File: src/rtl/acl_presets_pkg.sv
// Shared definitions for the threshold-preset applier.
// Holds the applier state encoding, the default accelerometer register
// addresses and the 11-bit threshold ceiling, plus the clamp helper.
package acl_presets_pkg;

  typedef enum logic [1:0] {
    ST_IDLE,
    ST_ISSUE,
    ST_WAIT,
    ST_DONE
  } t_applier_state;

  localparam logic [7:0]  c_addr_thresh_l = 8'h20;
  localparam logic [7:0]  c_addr_thresh_h = 8'h21;
  localparam logic [7:0]  c_addr_timer_l  = 8'h25;
  localparam logic [7:0]  c_addr_timer_h  = 8'h26;
  localparam logic [10:0] c_thresh_max    = 11'd2047;

  // The activity-threshold register is only 11 bits wide; larger presets saturate.
  function automatic logic [10:0] clamp_thresh(input logic [15:0] thr);
    logic [10:0] res;
    if (thr > {5'b0, c_thresh_max}) res = c_thresh_max;
    else                            res = thr[10:0];
    return res;
  endfunction

endpackage

File: src/rtl/preset_change_detect.sv
// Preset change detector.
// Keeps a one-cycle-delayed shadow of the preset bus and raises `pending`
// whenever the live bus differs from it. `pending` comes out of reset set so
// the applier always programs the sensor once after start-up.
//   clk, rst_n         : clock, asynchronous active-low reset
//   value_enum/thresh/timer : live preset bus
//   clr                : applier has latched the bus (clears pending)
//   set_retry          : applier aborted a sequence (forces pending)
//   pending            : an application is owed
module preset_change_detect
  import acl_presets_pkg::*;
(
  input  logic        clk,
  input  logic        rst_n,
  input  logic [3:0]  value_enum,
  input  logic [15:0] value_thresh,
  input  logic [15:0] value_timer,
  input  logic        clr,
  input  logic        set_retry,
  output logic        pending
);

  logic [3:0]  shadow_enum;
  logic [15:0] shadow_thresh;
  logic [15:0] shadow_timer;
  logic        changed;

  assign changed = {value_enum, value_thresh, value_timer} !=
                   {shadow_enum, shadow_thresh, shadow_timer};

  always_ff @(posedge clk or negedge rst_n) begin
    if (!rst_n) begin
      shadow_enum   <= '0;
      shadow_thresh <= '0;
      shadow_timer  <= '0;
      pending       <= 1'b1;
    end else begin
      shadow_enum   <= value_enum;
      shadow_thresh <= value_thresh;
      shadow_timer  <= value_timer;
      // A change seen on the latch cycle must survive the clear.
      if (changed || set_retry) pending <= 1'b1;
      else if (clr)             pending <= 1'b0;
    end
  end

endmodule

File: src/rtl/thresh_presets_applier.sv
// Threshold-preset applier.
// On start-up and on every preset change, writes the activity threshold
// (two bytes, clamped to 11 bits) and inactivity timer (two bytes) into the
// accelerometer through the SPI register-write driver's req/ack handshake.
//   i_clk_20mhz, i_rst_20mhz_n : clock, asynchronous active-low reset
//   i_value_enum/thresh/timer  : active preset from the selector
//   o_wr_req/addr/data, i_wr_ack : register-write handshake
//   o_busy         : sequence in progress
//   o_applied_enum : enum of the last fully applied preset
//   o_done         : one-cycle pulse on sequence completion
//   o_err          : one-cycle pulse on ack timeout (sequence is retried)
//   o_clamped      : latched threshold exceeded the 11-bit ceiling
module thresh_presets_applier
  import acl_presets_pkg::*;
#(
  parameter logic [7:0]  parm_addr_thresh_l = c_addr_thresh_l,
  parameter logic [7:0]  parm_addr_thresh_h = c_addr_thresh_h,
  parameter logic [7:0]  parm_addr_timer_l  = c_addr_timer_l,
  parameter logic [7:0]  parm_addr_timer_h  = c_addr_timer_h,
  parameter logic [15:0] parm_ack_timeout   = 16'd2000
) (
  input  logic        i_clk_20mhz,
  input  logic        i_rst_20mhz_n,
  input  logic [3:0]  i_value_enum,
  input  logic [15:0] i_value_thresh,
  input  logic [15:0] i_value_timer,
  output logic        o_wr_req,
  output logic [7:0]  o_wr_addr,
  output logic [7:0]  o_wr_data,
  input  logic        i_wr_ack,
  output logic        o_busy,
  output logic [3:0]  o_applied_enum,
  output logic        o_done,
  output logic        o_err,
  output logic        o_clamped
);

  t_applier_state state, next_state;
  logic        pending;
  logic        latch, accept, timeout;
  logic [3:0]  w_enum;
  logic [10:0] w_thr;
  logic [15:0] w_tmr;
  logic [1:0]  idx;
  logic [15:0] cnt;
  logic [7:0]  byte_addr, byte_data;

  preset_change_detect u_detect (
    .clk          (i_clk_20mhz),
    .rst_n        (i_rst_20mhz_n),
    .value_enum   (i_value_enum),
    .value_thresh (i_value_thresh),
    .value_timer  (i_value_timer),
    .clr          (latch),
    .set_retry    (timeout),
    .pending      (pending)
  );

  always_comb begin : fsm_next
    next_state = state;
    latch      = 1'b0;
    accept     = 1'b0;
    timeout    = 1'b0;
    case (state)
      ST_IDLE: begin
        if (pending) begin
          latch      = 1'b1;
          next_state = ST_ISSUE;
        end
      end
      ST_ISSUE: next_state = ST_WAIT;
      ST_WAIT: begin
        // An ack on the final timeout cycle still wins.
        if (i_wr_ack) begin
          accept     = 1'b1;
          next_state = (idx == 2'd3) ? ST_DONE : ST_ISSUE;
        end else if (cnt == parm_ack_timeout) begin
          timeout    = 1'b1;
          next_state = ST_IDLE;
        end
      end
      ST_DONE: next_state = ST_IDLE;
      default: next_state = ST_IDLE;
    endcase
  end

  always_comb begin : byte_mux
    byte_addr = parm_addr_thresh_l;
    byte_data = w_thr[7:0];
    case (idx)
      2'd1: begin
        byte_addr = parm_addr_thresh_h;
        byte_data = {5'b0, w_thr[10:8]};
      end
      2'd2: begin
        byte_addr = parm_addr_timer_l;
        byte_data = w_tmr[7:0];
      end
      2'd3: begin
        byte_addr = parm_addr_timer_h;
        byte_data = w_tmr[15:8];
      end
      default: ;
    endcase
  end

  always_ff @(posedge i_clk_20mhz or negedge i_rst_20mhz_n) begin
    if (!i_rst_20mhz_n) state <= ST_IDLE;
    else                state <= next_state;
  end

  always_ff @(posedge i_clk_20mhz or negedge i_rst_20mhz_n) begin
    if (!i_rst_20mhz_n) begin
      w_enum         <= '0;
      w_thr          <= '0;
      w_tmr          <= '0;
      idx            <= '0;
      cnt            <= '0;
      o_wr_req       <= 1'b0;
      o_wr_addr      <= '0;
      o_wr_data      <= '0;
      o_applied_enum <= '0;
      o_err          <= 1'b0;
      o_clamped      <= 1'b0;
    end else begin
      o_err <= timeout;
      if (latch) begin
        w_enum    <= i_value_enum;
        w_thr     <= clamp_thresh(i_value_thresh);
        w_tmr     <= i_value_timer;
        o_clamped <= i_value_thresh > {5'b0, c_thresh_max};
        idx       <= '0;
      end
      // Request is registered: it rises as ST_WAIT is entered and stays
      // stable for the whole wait.
      if (state == ST_ISSUE) begin
        o_wr_req  <= 1'b1;
        o_wr_addr <= byte_addr;
        o_wr_data <= byte_data;
        cnt       <= '0;
      end
      if (state == ST_WAIT && !accept && !timeout) cnt <= cnt + 16'd1;
      if (accept || timeout) o_wr_req <= 1'b0;
      if (accept && idx != 2'd3) idx <= idx + 2'd1;
      if (state == ST_DONE) o_applied_enum <= w_enum;
    end
  end

  assign o_busy = (state != ST_IDLE);
  assign o_done = (state == ST_DONE);

endmodule
File: config.mk
export PLATFORM = sky130hd
export DESIGN_NAME = thresh_presets_applier
export DESIGN_NICKNAME = d
export VERILOG_FILES = /design/src/rtl/acl_presets_pkg.sv /design/src/rtl/preset_change_detect.sv /design/src/rtl/thresh_presets_applier.sv
export SDC_FILE = /design/constraint.sdc
export NUM_CORES = 1
export LEC_CHECK = 0
export ABC_AREA = 1
export CORE_MARGIN = 2
export CORE_UTILIZATION = 25
export DETAILED_ROUTE_END_ITERATION = 10
export GPL_TIMING_DRIVEN = 1
export REMOVE_ABC_BUFFERS = 1
export SYNTH_ARGS = -nofsm -noshare
export SYNTH_HDL_FRONTEND = slang
export SYNTH_SLANG_ARGS = --single-unit
File: constraint.sdc
create_clock -name i_clk_20mhz -period 2 [get_ports i_clk_20mhz]
set_clock_uncertainty 0.15 [all_clocks]
set_input_delay 0.4 -clock i_clk_20mhz [delete_from_list [all_inputs] [get_ports i_clk_20mhz]]
set_output_delay 0.4 -clock i_clk_20mhz [all_outputs]
set_load 0.01 [all_outputs]
# Word-level counts from Yosys, hierarchy flattened

Index checks and enable logic that the tools add are counted.

Word-level logic and storage cells: 67
Register bits: 111
Output and inout port bits: 25

$add $sub $neg: 2
Mux-type cells: 23
Reductions and logical operators: 14
Equality and inequality tests: 11
Magnitude comparators: 1

Operators with widths:

| operator                                                                          | number |
|---|---|
| 36-bit inequality test                                                            | 1 |
| 16-bit 2-to-1 mux                                                                 | 2 |
| 8-bit one-hot mux with 3 select lines                                             | 1 |
| 16-bit by 1-bit adder with 16-bit output, second input constant                   | 1 |
| 16-bit by 11-bit equality test with 1-bit output, second input constant           | 1 |
| 16-bit by 11-bit greater-than comparator with 1-bit output, second input constant | 1 |
| 2-bit 2-to-1 mux                                                                  | 6 |
| 1-bit 2-to-1 mux                                                                  | 11 |
| 11-bit 2-to-1 mux                                                                 | 1 |
| 2-bit nonzero test                                                                | 5 |
| 3-bit one-hot mux with 3 select lines                                             | 1 |
| 2-bit equality test, second input constant                                        | 4 |
| 2-bit one-hot mux with 4 select lines                                             | 1 |
| 2-bit by 1-bit equality test with 1-bit output, second input constant             | 2 |
| 1-bit logical AND                                                                 | 3 |
| 3-bit inequality test, second input constant                                      | 1 |
| 2-bit by 1-bit adder with 2-bit output, second input constant                     | 1 |
| 1-bit zero test                                                                   | 2 |
| 2-bit zero test                                                                   | 1 |
| 1-bit logical OR                                                                  | 2 |
| 2-bit by 1-bit inequality test with 1-bit output, second input constant           | 1 |
| 2-bit inequality test, second input constant                                      | 1 |
| 2-bit AND reduction                                                               | 1 |

# Depth between registers and ports, before layout

Depth after elaboration: 7
Depth in mapped cells: 9

# Modules after synthesis

A second synthesis with hierarchy kept.

Cells, all modules: 633
Area, all modules: 5124.9 um^2

Modules (own cells, without submodules):

| module                 | times used | cells an instance | area each (um^2) |
|---|---|---|---|
| thresh_presets_applier | 1          | 436               | 3518.4 |
| preset_change_detect   | 1          | 197               | 1606.5 |

# Least setup slack after synthesis

Ideal clock, no wire load.

Kind: reg2reg
Start point: register cnt[0]
End point: register state[1]
Data arrival time: 1.257 ns
Library setup time: 0.130 ns
Cell stages (with the launch flop): 9
Path slack: 0.462 ns
Required time: 1.720 ns
Path through: dfrtp_1 inv_1 ha_1 nand3_1 nor2_4 nand2_4 nand2_8 buf_12 o211ai_1

Word-level cells in the longest chain between the ends: 3

Ends and longest elaborated chain:

| what                                             | RTL line                      | source |
|---|---|---|
| from (decl)                                      | thresh_presets_applier.sv:45  | `logic [15:0] cnt;` |
| from (signal assigned)                           | thresh_presets_applier.sv:142 | `if (state == ST_WAIT && !accept && !timeout) cnt <= cnt + 16'd1;` |
| 16-bit by 11-bit equality test with 1-bit output | thresh_presets_applier.sv:77  | `end else if (cnt == parm_ack_timeout) begin` |
| 3-bit inequality test (no line)                  | n/a                           |  |
| 2-bit AND reduction (no line)                    | n/a                           |  |
| to (signal assigned)                             | thresh_presets_applier.sv:109 | `else state <= next_state;` |
| to (decl)                                        | thresh_presets_applier.sv:38  | `t_applier_state state, next_state;` |

No other way between the ends.
A chain may end at the register's enable or synchronous reset.

# Final worst setup path

Start point: register state[1]
End point: output port o_busy

Word-level cells in the longest chain between the ends: 1

Ends and longest elaborated chain:

| what               | RTL line                      | source |
|---|---|---|
| 2-bit nonzero test | thresh_presets_applier.sv:149 | `assign o_busy = (state != ST_IDLE);` |
| to (decl)          | thresh_presets_applier.sv:31  | `output logic o_busy,` |

No other way between the ends.

==> flow_metrics.tcl <==
set metrics [dict create \
    outcome "complete, no violations" \
    netlist_area_um2 4990 \
    grt_pass1_wl_um 19600 \
    max-cap-violations 0 \
    cts_buffers 9 \
    pwr-share-clk_pct 25.2 \
    power_density_nw_per_um2 1110 \
    p_switching_uw 2480 \
    pwr-share-seq_pct 43.2 \
    hold_ws_ps 325 \
    ios 64 \
    multi_input_area_um2 1910 \
    p_sw_share_pct 36.0 \
    final_hold_viol_count 0 \
    slowest_delay_ps 380 \
    dr_total_vias 3883 \
    drt_first_pass_iters 4 \
    syn_avg_cell_area_um2 8.34 \
    drtAntennaViolNets 0 \
    rows 51 \
    syn2layout_area_growth_pct 24.4 \
    crit_type "flop to output pin" \
    cp-startpoint "state[1]" \
    end_kind "output pin" \
    stdcell_count 940 \
    synth_top_cell_by_area "dfrtp_1" \
    fmax_ghz 0.525 \
    placed_cells 922 \
    synth_top_area_share_pct 53.1 \
    antenna_found_initial 0 \
    hold_path_startpoint "o_applied_enum[2]" \
    yosysWarningCount 0 \
    route.detailed.drc 0 \
    comb_power_share_pct 31.6 \
    cp_data_required_time_ps 1450 \
    root_buffer "clkbuf_16" \
    met3WireLength_um 475 \
    async_flop_share_pct 100 \
    grt_overflow_total 0 \
    worstMarginPinSlew_ps 589 \
    leakage_uw 0.00295 \
    r2r-start "cnt[0]" \
    ir_worst_vdd_mv 0.584 \
    crit_fanout 4 \
    insertion_delay_ps 350 \
    wl_met2_um 5540 \
    slew_headroom_pct 60.7 \
    fillers 2076 \
    r2r_slack_ps 210 \
    min_path_type "flop to flop" \
    regArea_um2 2680 \
    vias_per_cell 4.13 \
    synth_common_cells "202 x nand2_1, 106 x dfrtp_1, 72 x inv_1, 45 x nor2_1, 37 x o21ai_0" \
    first_iter_violations 294 \
    portBuffers 59 \
    wl_met1_um 5500 \
    path_clk_slew_ps 70 \
    endpoint "o_busy" \
    ys_seq_elements 107 \
    crit_arrival_ps 1350 \
    cts_sinks 107 \
    p_int_uw 4410 \
    grt_max_degree 108 \
    die_h_um 145 \
    clockBufferDepth 2 \
    yosysUniqueCellTypes 33 \
    path_cells "buf_4 > inv_2 > nand2_1 > clkdlybuf4s15_1" \
    fin_nets 716 \
    netlist_top_cells_area "dfrtp_1 53%, nand2_1 15%, inv_1 5.4%" \
    synth.most_common_cell "nand2_1" \
    drv_slew 0 \
    die-area_um2 21100 \
    final_layout_size_suffix_gt1_share_pct 7.56 \
    synth_cells 599 \
    setup_slack_ps 96.1 \
    gp_congestion 0.815 \
    cts_max_level 3 \
    dp_worst_setup_slack_ps 41.5 \
    cts_tree "done" \
    top_layer "met4" \
    n_antenna_cell 0 \
    dp_hpwl_um 8580 \
    wl_um 11700 \
    grt_setup_unrepaired "false" \
    final.period_utilization_pct 95.2 \
    start_util_pct 25.6 \
    core-area_um2 19500 \
    crit_path_start_kind "flop" \
    wire_per_inst_um 12.4 \
    grt_pass1_vias 3826 \
    critPathSlowestCell "dfrtp_1" \
    r2r-end "cnt[0]" \
    track_usage_pct 11.6 \
    ys_seq_area_share_pct 53.6 \
    min_period_ps 1900 \
    synth_edf_count 0 \
    setup_violations 0 \
    finalSetupTns_ps 0 \
    r2r_cells 9 \
    die-width_um 145 \
    synth_top_flop_cell "dfrtp_1" \
]
==> layout make-up <==
cell class,count,share of cell area (%)
clock buffer,11,3.90
multi-input combinational,399,30.7
sequential,107,43.1
clock inverter,5,0.725
tap,265,5.33
timing repair buffer,73,11.4
inverter,80,4.83
==> worst min path at each step <==
| stage | to | slack, ps | cells past startpoint |
|---|---|---|---|
| 2_1_floorplan | cnt[0] | -50 | 0 |
| 3_3_place_gp | o_applied_enum[2] | 310 | 2 |
| 3_5_place_dp | o_applied_enum[3] | 310 | 2 |
| 4_1_cts | o_wr_addr[5] | 330 | 1 |
| 5_1_grt | o_applied_enum[0] | 360 | 2 |
| 6_report | o_applied_enum[2] | 330 | 2 |
==> power groups by stage <==
stage          Combinational (uW)  Clock [uW]  Sequential, uW
5_1_grt                      2500        1880            3040
6_report                     2180        1730            2980
4_1_cts                      2220        1800            2980
2_1_floorplan                1190           0            2970
3_5_place_dp                 2190           0            3030
3_3_place_gp                 2170           0            3030
==> layer usage <==
metal  track usage [%]  vias up
met3              3.04       15
met5                 0        -
met4              3.82        0
met1              15.3     1796
met2              18.8       76
li1                  -     1996
==> cells in the final DEF, fill, tap and decap left out, types with 2 or more instances in the layout <==
cell type and n:
clkdlybuf4s50_1 56, buf_4 13, xnor2_1 12, nor3_1 2, inv_1 71, a31oi_1 3, nor2_2 2, inv_2 9
nor2_4 4, a22o_1 5, dfrtp_1 106, o211ai_1 2, o21ai_1 4, nor2_1 45, a21oi_1 22, nand2_1 202
conb_1 4, xor2_1 5, clkbuf_16 9, inv_6 2, o21ai_0 37, nand3_1 29, ha_1 7, nand2_4 2
nand4_1 7
==> registers in the layout (all words and copies together), names as in the netlist <==
name	cells
w_thr	11
w_enum	4
u_detect.pending	1
o_applied_enum	4
u_detect.shadow_enum	4
u_detect.shadow_timer	16
o_wr_addr	4
o_err	1
o_wr_req	1
u_detect.shadow_thresh	16
cnt	16
o_wr_data	8
o_clamped	1
idx	2
w_tmr	16
state	2
==> per-stage QoR <==
step           instance area (um2)  util, %  total power (uW)
6_report                      6220     31.8              6890
5_1_grt                       6220     31.8              7420
4_1_cts                       6210     31.8              7000
3_5_place_dp                  5910     30.3              5220
3_3_place_gp                  5910     30.3              5200
2_1_floorplan                 4890        -              4170
==> cells by family (layout without fill, tap and decap cells) <==
family / Yosys count / after routing / share of synthesized area [%]
fa+ha+maj: 7 / 7 / 1.75
xor+xnor: 17 / 17 / 2.98
flops: 107 / 107 / 53.6
compound gates: 74 / 74 / 8.02
other cells: 1 / 4 / 0.0751
simple gates: 297 / 297 / 25.2
buf+inv: 96 / 169 / 8.34
==> worst max-delay path: cells and delay by family (launching register included) <==
kind / cells / cell delay [ps]
buffers and inverters: 3 / 520
DFF: 1 / 380
and+or+nand+nor: 1 / 110
==> what timing repair did <==
| item | 4_1_cts | 5_1_grt |
|---|---|---|
| hold endpoints to repair | 12 | 0 |
| gates cloned | 0 | 0 |
| hold buffers | 1 | 0 |
| buffers inserted | 1 | 0 |
| resized for setup | 3 | 1 |
| setup endpoints to repair | 2 | 1 |
No activity file was read; power rests on OpenSTA's default activity.
